==> src/rtl/vga_hvsync_generator.sv <==
// vga_hvsync_generator
//   Free-running raster timing generator for a 256x240 visible frame.
//   It produces pixel/line counters, registered active-high sync pulses and
//   a combinational display-enable flag.
//
// Ports:
//   clk        in   pixel clock, rising-edge active
//   reset      in   asynchronous, active-high reset
//   hsync      out  horizontal sync, active high, registered
//   vsync      out  vertical sync, active high, registered
//   display_on out  high while (hpos,vpos) lies in the visible area
//   hpos       out  horizontal counter, 0..H_MAX
//   vpos       out  vertical counter, 0..V_MAX
module vga_hvsync_generator #(
  parameter int H_DISPLAY = 256,
  parameter int H_BACK    = 23,
  parameter int H_FRONT   = 7,
  parameter int H_SYNC    = 23,
  parameter int V_DISPLAY = 240,
  parameter int V_TOP     = 5,
  parameter int V_BOTTOM  = 14,
  parameter int V_SYNC    = 3
) (
  input  logic       clk,
  input  logic       reset,
  output logic       hsync,
  output logic       vsync,
  output logic       display_on,
  output logic [8:0] hpos,
  output logic [8:0] vpos
);

  localparam logic [8:0] H_DISP_C     = 9'(H_DISPLAY);
  localparam logic [8:0] H_SYNC_START = 9'(H_DISPLAY + H_FRONT);
  localparam logic [8:0] H_SYNC_END   = 9'(H_DISPLAY + H_FRONT + H_SYNC - 1);
  localparam logic [8:0] H_MAX        = 9'(H_DISPLAY + H_BACK + H_FRONT + H_SYNC - 1);
  localparam logic [8:0] V_DISP_C     = 9'(V_DISPLAY);
  localparam logic [8:0] V_SYNC_START = 9'(V_DISPLAY + V_BOTTOM);
  localparam logic [8:0] V_SYNC_END   = 9'(V_DISPLAY + V_BOTTOM + V_SYNC - 1);
  localparam logic [8:0] V_MAX        = 9'(V_DISPLAY + V_TOP + V_BOTTOM + V_SYNC - 1);

  logic [8:0] hpos_q, hpos_d;
  logic [8:0] vpos_q, vpos_d;
  logic       hsync_q, hsync_d;
  logic       vsync_q, vsync_d;
  logic       hmaxxed;

  always_comb begin
    hmaxxed = (hpos_q == H_MAX);
    hpos_d  = hmaxxed ? 9'd0 : hpos_q + 9'd1;
    vpos_d  = vpos_q;
    if (hmaxxed) begin
      vpos_d = (vpos_q == V_MAX) ? 9'd0 : vpos_q + 9'd1;
    end
    // Syncs decode the pre-edge counters, so they trail the counters by one clock.
    hsync_d = (hpos_q >= H_SYNC_START) && (hpos_q <= H_SYNC_END);
    vsync_d = (vpos_q >= V_SYNC_START) && (vpos_q <= V_SYNC_END);
  end

  always_ff @(posedge clk or posedge reset) begin
    if (reset) begin
      hpos_q  <= 9'd0;
      vpos_q  <= 9'd0;
      hsync_q <= 1'b0;
      vsync_q <= 1'b0;
    end else begin
      hpos_q  <= hpos_d;
      vpos_q  <= vpos_d;
      hsync_q <= hsync_d;
      vsync_q <= vsync_d;
    end
  end

  assign hpos       = hpos_q;
  assign vpos       = vpos_q;
  assign hsync      = hsync_q;
  assign vsync      = vsync_q;
  // Unregistered so it lines up with the current hpos/vpos, not the previous one.
  assign display_on = (hpos_q < H_DISP_C) && (vpos_q < V_DISP_C);

endmodule

==> config.mk <==
export PLATFORM = sky130hd
export DESIGN_NAME = vga_hvsync_generator
export DESIGN_NICKNAME = d
export VERILOG_FILES = /design/src/rtl/vga_hvsync_generator.sv
export SDC_FILE = /design/constraint.sdc
export NUM_CORES = 1
export LEC_CHECK = 0
export CAP_MARGIN = 30
export CORE_UTILIZATION = 44
export DETAILED_ROUTE_END_ITERATION = 10
export PLACE_DENSITY = 0.74
export SETUP_SLACK_MARGIN = 0.1
export SYNTH_ARGS = -nofsm -noshare
export SYNTH_HDL_FRONTEND = slang
export SYNTH_SLANG_ARGS = --single-unit
==> constraint.sdc <==
create_clock -name clk -period 1.5 [get_ports clk]
set_input_delay 0.225 -clock clk [delete_from_list [all_inputs] [get_ports clk]]
set_output_delay 0.225 -clock clk [all_outputs]
set_load 0.03 [all_outputs]
**Yosys cells after proc, flatten, opt, wreduce, memory -nomap -nowiden**

Cells that the tools add are included.

- Register bits: 20
- Input bits: 2
- Word-level logic and storage cells: 19

- Add/sub/neg operators: 2
- $lt $le $gt $ge: 6
- Eq/ne operators: 2
- Muxes and demuxes: 2
- Reductions and logical operators: 3

Operators by type and width:

| cell | number |
|---|---|
| adder 9 x 1 -> 9 bit (second input constant) | 2 |
| == test 9 bit (second input constant) | 2 |
| less-or-equal comparator 9 bit (second input constant) | 2 |
| 2-to-1 mux 9 bit | 2 |
| greater-or-equal comparator 9 x 8 -> 1 bit (second input constant) | 1 |
| greater-or-equal comparator 9 bit (second input constant) | 1 |
| less-than comparator 9 x 8 -> 1 bit (second input constant) | 1 |
| less-than comparator 9 bit (second input constant) | 1 |
| logical AND 1 bit | 3 |

**Longest topological paths before layout**

- Depth after elaboration: 2
- Depth in mapped cells: 7
- Depth with buffers taken out: 6

**Worst setup path before layout**

Ideal clock, no wire load.

- Path kind: register to output
- Start point: register vpos_q[6] (netlist: vpos[6])
- End point: output port display_on
- Arrival: 1.562 ns
- Required time: 1.275 ns
- Path slack: -0.287 ns
- Stages on the path, launching flop included: 4
- Path through: dfrtp_1 and3_1 and2_1 nor3_1

- Cells in the longest elaborated chain, start to end: 2

RTL lines:

| what | line | source |
|---|---|---|
| from (decl) | 43 | `logic [8:0] vpos_q, vpos_d;` |
| from (signal assigned) | 68 | `vpos_q <= vpos_d;` |
| less-than comparator 9 x 8 -> 1 bit | 79 | `assign display_on = (hpos_q < H_DISP_C) && (vpos_q < V_DISP_C);` |
| logical AND 1 bit | 79 |  |
| to (decl) | 28 | `output logic display_on,` |

Every way passes these cells.

**Final worst setup path**

- Start point: register hpos_q[6] (netlist: hpos[6])
- End point: register vpos_q[6] (netlist: vpos[6])

- Cells in the longest elaborated chain, start to end: 1

RTL lines:

| what | line | source |
|---|---|---|
| from (decl) | 42 | `logic [8:0] hpos_q, hpos_d;` |
| from (signal assigned) | 67 | `hpos_q <= hpos_d;` |
| == test 9 bit | 49 | `hmaxxed = (hpos_q == H_MAX);` |

Every way passes these cells.
A chain may end at the register's enable or synchronous reset.

==> results.md <==
- Largest family of logic cells by synthesized area: simple AND/OR/NAND/NOR gates
- Final-report max-slew violation count: 0
- Number of port buffers: 22
- Die area: 0.002570 mm²
- Most frequent cells after synthesis: dfrtp_1 (20), o21ai_0 (10), nand3_1 (9)
- Setup Viol. Count Final: 7
- Remaining antenna violation count after routing: 0
- Initial antenna violation count: 0
- Placer Congestion: 0.8646
- Layout cells sized above 1: 35.62%
- Post-route clock period utilization: 108.6%
- Worst-Skew Late Latency: around 300 ps
- Largest net degree at the start of global routing: 21
- WP data required: 1720 ps
- Synth Net Count: about 110
- Clock sink count: 20
- Cell variety after synth: 30
- Core Region: about 0.0022 mm²
- Row count: 17
- Sequential share of the synthesized area: 47.96%
- Wire per inst: 13.93 µm
- Syn. warnings: 0
- Post-route DRC: 0
- Post-Synth XOR/XNOR Area: 7.554%
- DRT iter0 DRCs: 16
- Initial Util: 46.72%
- Htree depth: 1
- Post-synthesis cell count: 104
- Final hold violation count: 0
- Vias/cell: around 5.6
- Final nets: ~160
- Total of max-cap violations: 0
- Clock buffer depth: 2
- Grt ovf: 0
- Kind of critical path: flip-flop to flip-flop
- Synth Flop Type: dfrtp_1
- Pwr Density: 542.7 mW/mm²
- Setup TNS: -481.8 ps
- Post-synthesis simple-gate area fraction: 24.10%
- CTS buffer count: 3
- Detailed placement HPWL: 1.765 mm
- Height of the die: approximately 51 µm
- Syn avg cell area: 10.03 µm²
- Layout Utilization: 66.55%
- CTS clk-pin slew, worst paths: 110 ps
- Clk Tree Root Cell: clkbuf_4
- Mux cell area share after synthesis: 0%
- Slowest-stage cell, CP: dfrtp_2
- Max-slew headroom: 63.95%
- Synth async-reset ratio: 100.0%
- # diodes: 0
- IO Pins: 23
- Post-synth top area share: 47.96%
- Cells taking the most area after synthesis: dfrtp_1 (48%), ha_1 (7.2%), o21ai_0 (4.8%)
- Crit end category: flip-flop
- Fin Clk Skew: 7.548 ps
- Leading area contributor after synthesis: dfrtp_1
- P&R area growth vs syn: 42.45%
- Final setup margin: -129.1 ps
- Vias in the first global route: 935
- Area of the multi-input gates: 550.5 µm²
- Post-synth EDFFs: 0
- CP cell instances: or3b_4 -> or3_4 -> nor3_4 -> xor2_1
- CP Max Fanout: 5
- Total GRT Usage: 22.04%
- Via count: just under 1k
- Adder-Cell Fraction of Synth Area: 7.194%
- Reg area: a little over 500 µm²
- Status: complete, but fails checks
- CTS tree: built
- Worst path arrival time: 1850 ps
- Slew @ Worst Pin: 527.2 ps
- Hold Slack: 248.1 ps
- Violations in the final reports: setup timing
- Fillers: 190
- CP max stage delay: 420 ps
- Synth Area in Compound Gates: 10.19%
- HP Class: primary input to asynchronous set/reset pin
- Mapped Area: approximately 0.0010 mm²
- Critical Path Start Type: flip-flop
- First-pass GRT wire length: 4.160 mm
- Worst vdd ir: 428.5 µV
- WL final: 2.423 mm
- Drt first pass iters: 4
- Fmax: 0.6138 GHz
- Leakage: 0.7109 nW
- RSZ-0062 raised after global routing: yes
- Most numerous cell in the Yosys netlist: dfrtp_1
- Min cycle time layout: about 1600 ps
- Seq cells post-synth: 20
- Die X: 50.70 µm
-- path summary, 6_finish.rpt --
path	cells past startpoint	from	slack, ps	endpoint
max	4	hpos[6]	-130	vpos[6]
min	3	reset	250	vpos[5]
max reg2reg	4	hpos[6]	-130	vpos[6]
min reg2reg	2	hpos[7]	570	hpos[7]
max in group asynchronous	3	reset	1020	hpos[7]
min in group clk	2	hpos[7]	570	hpos[7]
-- layout make-up --
class	instances	share of cell area, %
multi-input combinational	76	37.04
sequential	20	34.09
timing repair buffer	42	23.74
tap	28	2.357
clock buffer	3	1.515
inverter	5	1.263
-- timing repair --
item                                    CTS  global route
gates resized for setup                  46            18
endpoints found under the setup margin   32            24
pin swaps                                 1             5
hold buffers                              0             0
endpoints found under the hold margin     0             0
buffers inserted                          3             1
-- power breakdown --
part	switching (mW)	internal, mW
sequential	0	0.539
clock	0.159	0.0936
combinational	0.0107	0.00420
total	0.170	0.637
-- per-layer routing --
metal	track usage [%]	vias up	share of wire, %
met4	9.259	0	1.5
met5	0	-	0
li1	-	458	-
met1	30.50	481	47
met3	3.939	4	4.0
met2	33.78	29	48
-- cells in the final DEF (no fill, tap or decap), types with 3 or more instances in the layout --
master            n
a21oi_1           3
buf_4            19
clkbuf_2          4
clkbuf_4          3
clkdlybuf4s15_2   8
dfrtp_1          15
dfrtp_2           5
dlygate4sd2_1     6
ha_1              5
inv_1             5
nand2_1           5
nand3_1           8
nand4_1           4
nor2_1            7
o21ai_0           4
o21ai_1           5
xnor2_1           4
xor2_1            5
-- critical path, delay by kind of cell (launching register included) --
family,cells,cell delay [ps]
flip-flops,1,420
XOR/XNOR,1,160
AND/OR/NAND/NOR,3,970
-- cells by family (layout without fill, tap and decap cells) --
family,count (synthesis),in the layout
compound gates,18,18
xor+xnor,9,9
fa+ha+maj,6,6
buf+inv,8,50
flops,20,20
simple gates,43,43
-- through the flow --
stage / area (µm²) / cells / setup WS [ps] / power (mW)
5_1_grt: 1486 / 174 / -180.0 / 0.8300
2_1_floorplan: 1056 / 104 / -148.0 / 0.5574
6_report: 1486 / 174 / -129.1 / 0.8067
3_5_place_dp: 1416 / 167 / -127.9 / 0.5654
3_3_place_gp: 1416 / 167 / -57.17 / 0.5651
4_1_cts: 1476 / 173 / -122.3 / 0.8201
-- flip-flops by register name, indices dropped and copies added, names as in the netlist --
signal,count
hpos,9
hsync,1
vpos,9
vsync,1
No activity file was read; power rests on OpenSTA's default activity.
==> RTL edit 1 (config.mk and constraints unchanged) <==
Reset style: synchronous (`reset`), changed in one clocked block. Comments in the files are not updated.
--- a/src/rtl/vga_hvsync_generator.sv
+++ b/src/rtl/vga_hvsync_generator.sv
@@ -59,3 +59,3 @@
 
-  always_ff @(posedge clk or posedge reset) begin
+  always_ff @(posedge clk) begin
     if (reset) begin
Function: differs if reset is asserted again (counterexample within 4 cycles, from zero or initial values and one cycle with reset high); with reset held inactive, the same outputs for 10 cycles.
==> RTL edit 1 against the original RTL <==
- critical path type unchanged
- final area is 3.5% lower
- sequential cell count stayed put
- sequential share of layout area is 3.8 points lower
- utilization is 1.0 points lower
- the run still ends with setup timing left
- routed wire length is 9.3% lower
- setup slack better by 84 ps
- via count is 2.0% lower
- area after synthesis is 2.8% lower
Power is not compared: it rests on default switching activity, and its combinational part moved more than twofold at a synthesized area within 25%.
==> RTL edit 1: results (changes against the original RTL) <==
| Metric | Value |
|---|---|
| First-pass GRT wire length | `3710 um (was 4160 um)` |
| Fraction of layout cells with a size suffix above 1 | `36.4% (was 35.6%)` |
| M3 GR Usage | `2.78% (was 3.94%)` |
| Syn nets | `127 (was 112)` |
| Clk buf depth | `2 (unchanged)` |
| Placed inst area | `0.00137 mm^2 (was 0.00142 mm^2)` |
| Grt met1 use | `25.5% (was 30.5%)` |
| Slew at the pin with the worst max-slew slack | `430 ps (was 527 ps)` |
| Synth Area per Inst | `8.53 um^2 (was 10.0 um^2)` |
| Synth top cells by count | `21 x nor2_1, 20 x dfxtp_1, 12 x xnor2_1 (was 20 x dfrtp_1, 10 x o21ai_0, 9 x nand3_1, 7 x nor2_1, 6 x ha_1)` |
| Number of synthesized flops with an enable pin | `0 (unchanged)` |
| Inst Count DP | `172 (was 167)` |
| Pin count of the biggest net entering global routing | `12 (was 21)` |
| Critical path arrival | `1790 ps (was 1850 ps)` |
| Cts bufs inserted | `3 (unchanged)` |
| Antenna violations before repair | `0 (unchanged)` |
| Dpl ws | `-18.2 ps (was -128 ps)` |
| Most used DFF post-synth | `dfxtp_1 (was dfrtp_1)` |
| Crit-path slowest cell | `dfxtp_4 (was dfrtp_2)` |
| Pre-antenna DRT Iters | `4 (unchanged)` |
| GPL Wtd Cong | `0.766 (was 0.865)` |
| CP max FO | `8 (was 5)` |
| Final worst slack | `-45.6 ps (was -129 ps)` |
| Static leakage | `0.583 nW` |
| Hold Vio Cnt, Final | `0 (unchanged)` |
| Vias in the first global route | `862 (was 935)` |
| DR vias/cell | `5.32 (was 5.59)` |
| Setup Skew | `3.92 ps (was 7.55 ps)` |
| Final setup vio count | `2 (was 7)` |
| Asr flop ratio synth | `0% (was 100%)` |
| Clk pin slew, worst setup/hold paths | `110 ps (about the same)` |
| GRT Util Overall | `19.7% (was 22.0%)` |
| Routed wire length | `2200 um (was 2420 um)` |
| Worst Hold Class | `flip-flop to flip-flop (was input pin to asynchronous set/reset pin)` |
| Crit-path max cell delay | `370 ps (was 420 ps)` |
| M2 GR Usage | `31.6% (was 33.8%)` |
| Netlist cell types | `27 (was 30)` |
| Finished Layout Cells | `179 (was 174)` |
| CTS H-tree lvls | `1 (unchanged)` |
| Iter 0 DRT Violations | `36 (was 16)` |
| Status | `finished, violations left (unchanged)` |
| IR drop worst, VDD | `517 uV` |
| Register area share after synthesis | `39.5% (was 48.0%)` |
| I/O Buffers | `22 (unchanged)` |
| Critical path's top delay family | `simple AND/OR/NAND/NOR gates (unchanged)` |
| CTS root buf | `clkbuf_4 (unchanged)` |
| Setup TNS Final | `-47.9 ps (was -482 ps)` |
| Net Sw Frac | `26.0%` |
| Antenna Cells | `0 (unchanged)` |
| Top area cells in the synthesized netlist | `dfxtp_1 39%, xnor2_1 10%, nor2_1 7.8% (was dfrtp_1 48%, ha_1 7.2%, o21ai_0 4.8%)` |
| # nets final | `160 (was 156)` |
| DP Wirelength | `1540 um (was 1770 um)` |
| Fillers | `193 (was 190)` |
| Violated checks | `setup timing (unchanged)` |
RTL edit 1: final timing paths:
check	start	end	slack, ps	cells after the start
setup / recovery	hpos[1]	vpos[1]	-50	6
hold / removal	hpos[0]	hpos[0]	550	2
setup reg to reg	hpos[1]	vpos[1]	-50	6
hold reg to reg	hpos[0]	hpos[0]	550	2
RTL edit 1: kinds of logic after synthesis:
logic type	share of synthesized area (%)
AND/OR/NAND/NOR	32.3
flip-flops	39.5
XOR/XNOR	12.1
buffers and inverters	4.07
AO/OA/AOI/OAI	4.69
adder cells (fa/ha/maj)	7.40
RTL edit 1: layer usage:
layer	vias to the layer above	part of all wire, %
met1	451	46
li1	474	-
met4	0	1.4
met3	2	4.4
met5	-	0
met2	26	48
RTL edit 1: what timing repair did:
item | in CTS | in global routing
setup endpoints to repair | 40 | 23
gates cloned | 0 | 0
pin swaps | 3 | 1
resized for setup | 28 | 14
endpoints found under the hold margin | 0 | 0
buffers inserted | 3 | 0
RTL edit 1: power by group through the flow:
| stage | Sequential, mW | Clock, mW | Combinational, mW |
|---|---|---|---|
| 2_1_floorplan | 0.569 | 0 | 0.0377 |
| 3_3_place_gp | 0.551 | 0 | 0.0824 |
| 3_5_place_dp | 0.552 | 0 | 0.0845 |
| 4_1_cts | 0.539 | 0.279 | 0.0867 |
| 5_1_grt | 0.541 | 0.295 | 0.100 |
| 6_report | 0.540 | 0.272 | 0.0914 |
RTL edit 1: layout make-up:
class	instances	area [um^2]	area share, %
Multi-Input combinational cell	89	648	45.2
Timing Repair Buffer	32	267	18.6
Sequential cell	20	434	30.3
Tap cell	28	35.0	2.44
Clock buffer	3	22.5	1.57
Inverter	6	25.0	1.74
Clock inverter	1	3.75	0.262
==> RTL edit 2 (config.mk and constraints unchanged) <==
Without the edit above. Set the parameter `H_FRONT` to 3 (it was 7).
--- a/src/rtl/vga_hvsync_generator.sv
+++ b/src/rtl/vga_hvsync_generator.sv
@@ -16,3 +16,3 @@
   parameter int H_BACK    = 23,
-  parameter int H_FRONT   = 7,
+  parameter int H_FRONT   = 3,
   parameter int H_SYNC    = 23,
Behaviour: no difference found for any inputs over 10 cycles, from zero or initial values and one cycle with reset high; that may be too few to reach the edited logic, so the function may still have changed.
==> RTL edit 2 against the original RTL <==
- total power increased by 3.8%
- global-route usage increased by 2.9 points
- sequential cell count unchanged
- hold slack got worse by 13 ps
- setup slack improved by 96 ps
- sequential share of layout area decreased by 3.8 points
- area after synthesis increased by 4.2%
- final area increased by 13%
- die area increased by 4.0%
- routed wire length increased by 21%
- the run still ends with setup timing left
- count of clock-buffer cells in the layout increased by 1
- synthesized cell count increased by 1.9%
- largest cell class unchanged
- critical path type is now flip-flop to output port
==> RTL edit 2: results (changes against the original RTL) <==
| Metric | Value |
|---|---|
| WL/cell | `15.5 um (was 13.9 um)` |
| Total number of vias | `1019 (was 972)` |
| CTS root buf | `clkbuf_4 (unchanged)` |
| Pin count of the biggest net entering global routing | `21 (unchanged)` |
| Most used DFF post-synth | `dfrtp_1 (unchanged)` |
| Asr flop ratio synth | `100% (unchanged)` |
| GRT Util Overall | `24.9% (was 22.0%)` |
| Status | `finished, violations left (unchanged)` |
| Netlist cell types | `29 (was 30)` |
| Top area cells in the synthesized netlist | `dfrtp_1 46%, ha_1 6.9%, nand3_1 4.6% (was dfrtp_1 48%, ha_1 7.2%, o21ai_0 4.8%)` |
| Clk pin slew, worst setup/hold paths | `120 ps` |
| Syn nets | `114 (was 112)` |
| Fillers | `164 (was 190)` |
| CP max FO | `4 (was 5)` |
| Fraction of layout cells with a size suffix above 1 | `49.1% (was 35.6%)` |
| Pre-antenna DRT Iters | `4 (unchanged)` |
| Critical path arrival | `1310 ps (was 1850 ps)` |
| DP Wirelength | `1910 um (was 1770 um)` |
| Slew at the pin with the worst max-slew slack | `362 ps (was 527 ps)` |
| Violated checks | `setup timing (unchanged)` |
| Setup Skew | `6.42 ps (was 7.55 ps)` |
| IR drop worst, VDD | `442 uV (was 428 uV)` |
| Synth top cells by count | `20 x dfrtp_1, 12 x nor2_1, 10 x nand2_1, 10 x nand3_1, 6 x ha_1 (was 20 x dfrtp_1, 10 x o21ai_0, 9 x nand3_1, 7 x nor2_1, 6 x ha_1)` |
| Cts bufs inserted | `3 (unchanged)` |
| First-pass GRT wire length | `4730 um (was 4160 um)` |
| Vias in the first global route | `994 (was 935)` |
| Final setup vio count | `3 (was 7)` |
| Crit-path slowest cell | `dfrtp_1 (was dfrtp_2)` |
| Crit-path max cell delay | `420 ps (about the same)` |
| GPL Wtd Cong | `0.821 (was 0.865)` |
| CTS H-tree lvls | `1 (unchanged)` |
| Register area share after synthesis | `46.0% (was 48.0%)` |
| Setup TNS Final | `-75.6 ps (was -482 ps)` |
| Final worst slack | `-33.3 ps (was -129 ps)` |
| Iter 0 DRT Violations | `31 (was 16)` |
| Static leakage | `0.799 nW (was 0.711 nW)` |
| Critical path's top delay family | `flip-flops (was simple AND/OR/NAND/NOR gates)` |
| # nets final | `170 (was 156)` |
| Antenna violations before repair | `0 (unchanged)` |
## RTL edit 2: path summary, 6_finish.rpt
kind | from | endpoint | slack (ps) | depth (start not counted)
hold reg to reg | vpos[6] | vpos[6] | 560 | 1
max in group asynchronous | reset | vpos[0] | 1030 | 3
hold / removal | reset | vpos[4] | 240 | 3
setup / recovery | vpos[4] | display_on | -30 | 4
setup reg to reg | hpos[3] | vpos[5] | -30 | 5
min in group clk | vpos[6] | vpos[6] | 560 | 1
## RTL edit 2: timing repair
| item | CTS | global route |
|---|---|---|
| gates cloned | 1 | 0 |
| setup buffers | 7 | 4 |
| resized for setup | 66 | 13 |
| endpoints found under the setup margin | 36 | 22 |
| pin swaps | 16 | 6 |
## RTL edit 2: cells by family (layout without fill, tap and decap cells)
logic type	after synthesis	in the layout	synth area share [%]
AOI/OAI and AO/OA	14	14	7.71
xor gates and xnor gates	9	9	7.25
adders and majority gates	6	6	6.90
buffers and inverters	6	60	2.76
DFF	20	20	46.0
muxes	1	1	0.921
and+or+nand+nor	50	51	28.4
## RTL edit 2: per-layer routing
layer / vias up / GRT usage [%] / wire length, um
met3: 4 / 3.80 / 86
met5: - / 0 / 0
met2: 22 / 38.5 / 1430
met4: 0 / 13.1 / 48
li1: 490 / - / -
met1: 503 / 33.5 / 1350
## RTL edit 2: stage by stage
| stage | hold WS, ps | power [mW] | instance area (um^2) | instances | worst slack [ps] |
|---|---|---|---|---|---|
| after floorplan | 188 | 0.557 | 1120 | 106 | -185 |
| after global placement | 527 | 0.565 | 1500 | 173 | -39.1 |
| after detailed placement | 539 | 0.566 | 1500 | 173 | -72.4 |
| after CTS | 245 | 0.841 | 1630 | 185 | -70.1 |
| after global routing | 273 | 0.864 | 1680 | 189 | -107 |
| final | 235 | 0.838 | 1680 | 189 | -33.3 |
## RTL edit 2: layout make-up
| class | instances | area (um^2) | area share (%) |
|---|---|---|---|
| Tap cell | 28 | 35.0 | 2.09 |
| Multi-Input combinational cell | 81 | 674 | 40.2 |
| Sequential cell | 20 | 509 | 30.3 |
| Clock buffer | 4 | 26.3 | 1.56 |
| Inverter | 5 | 18.8 | 1.12 |
| Timing Repair Buffer | 51 | 415 | 24.7 |
## RTL edit 2: worst register-to-register path: cells and delay by family, from the launching register on
family,cells,cell delay (ps)
AND/OR/NAND/NOR,3,650
XOR/XNOR,1,130
flip-flops,1,470
buffers and inverters,1,170
## RTL edit 2: power by group
part           switching [mW]  internal [mW]  leakage, nW  total [mW]
Sequential                  0          0.539        0.255       0.539
Combinational          0.0112        0.00419        0.529      0.0154
Clock                   0.179          0.104       0.0150       0.283
Total                   0.191          0.647        0.799       0.838
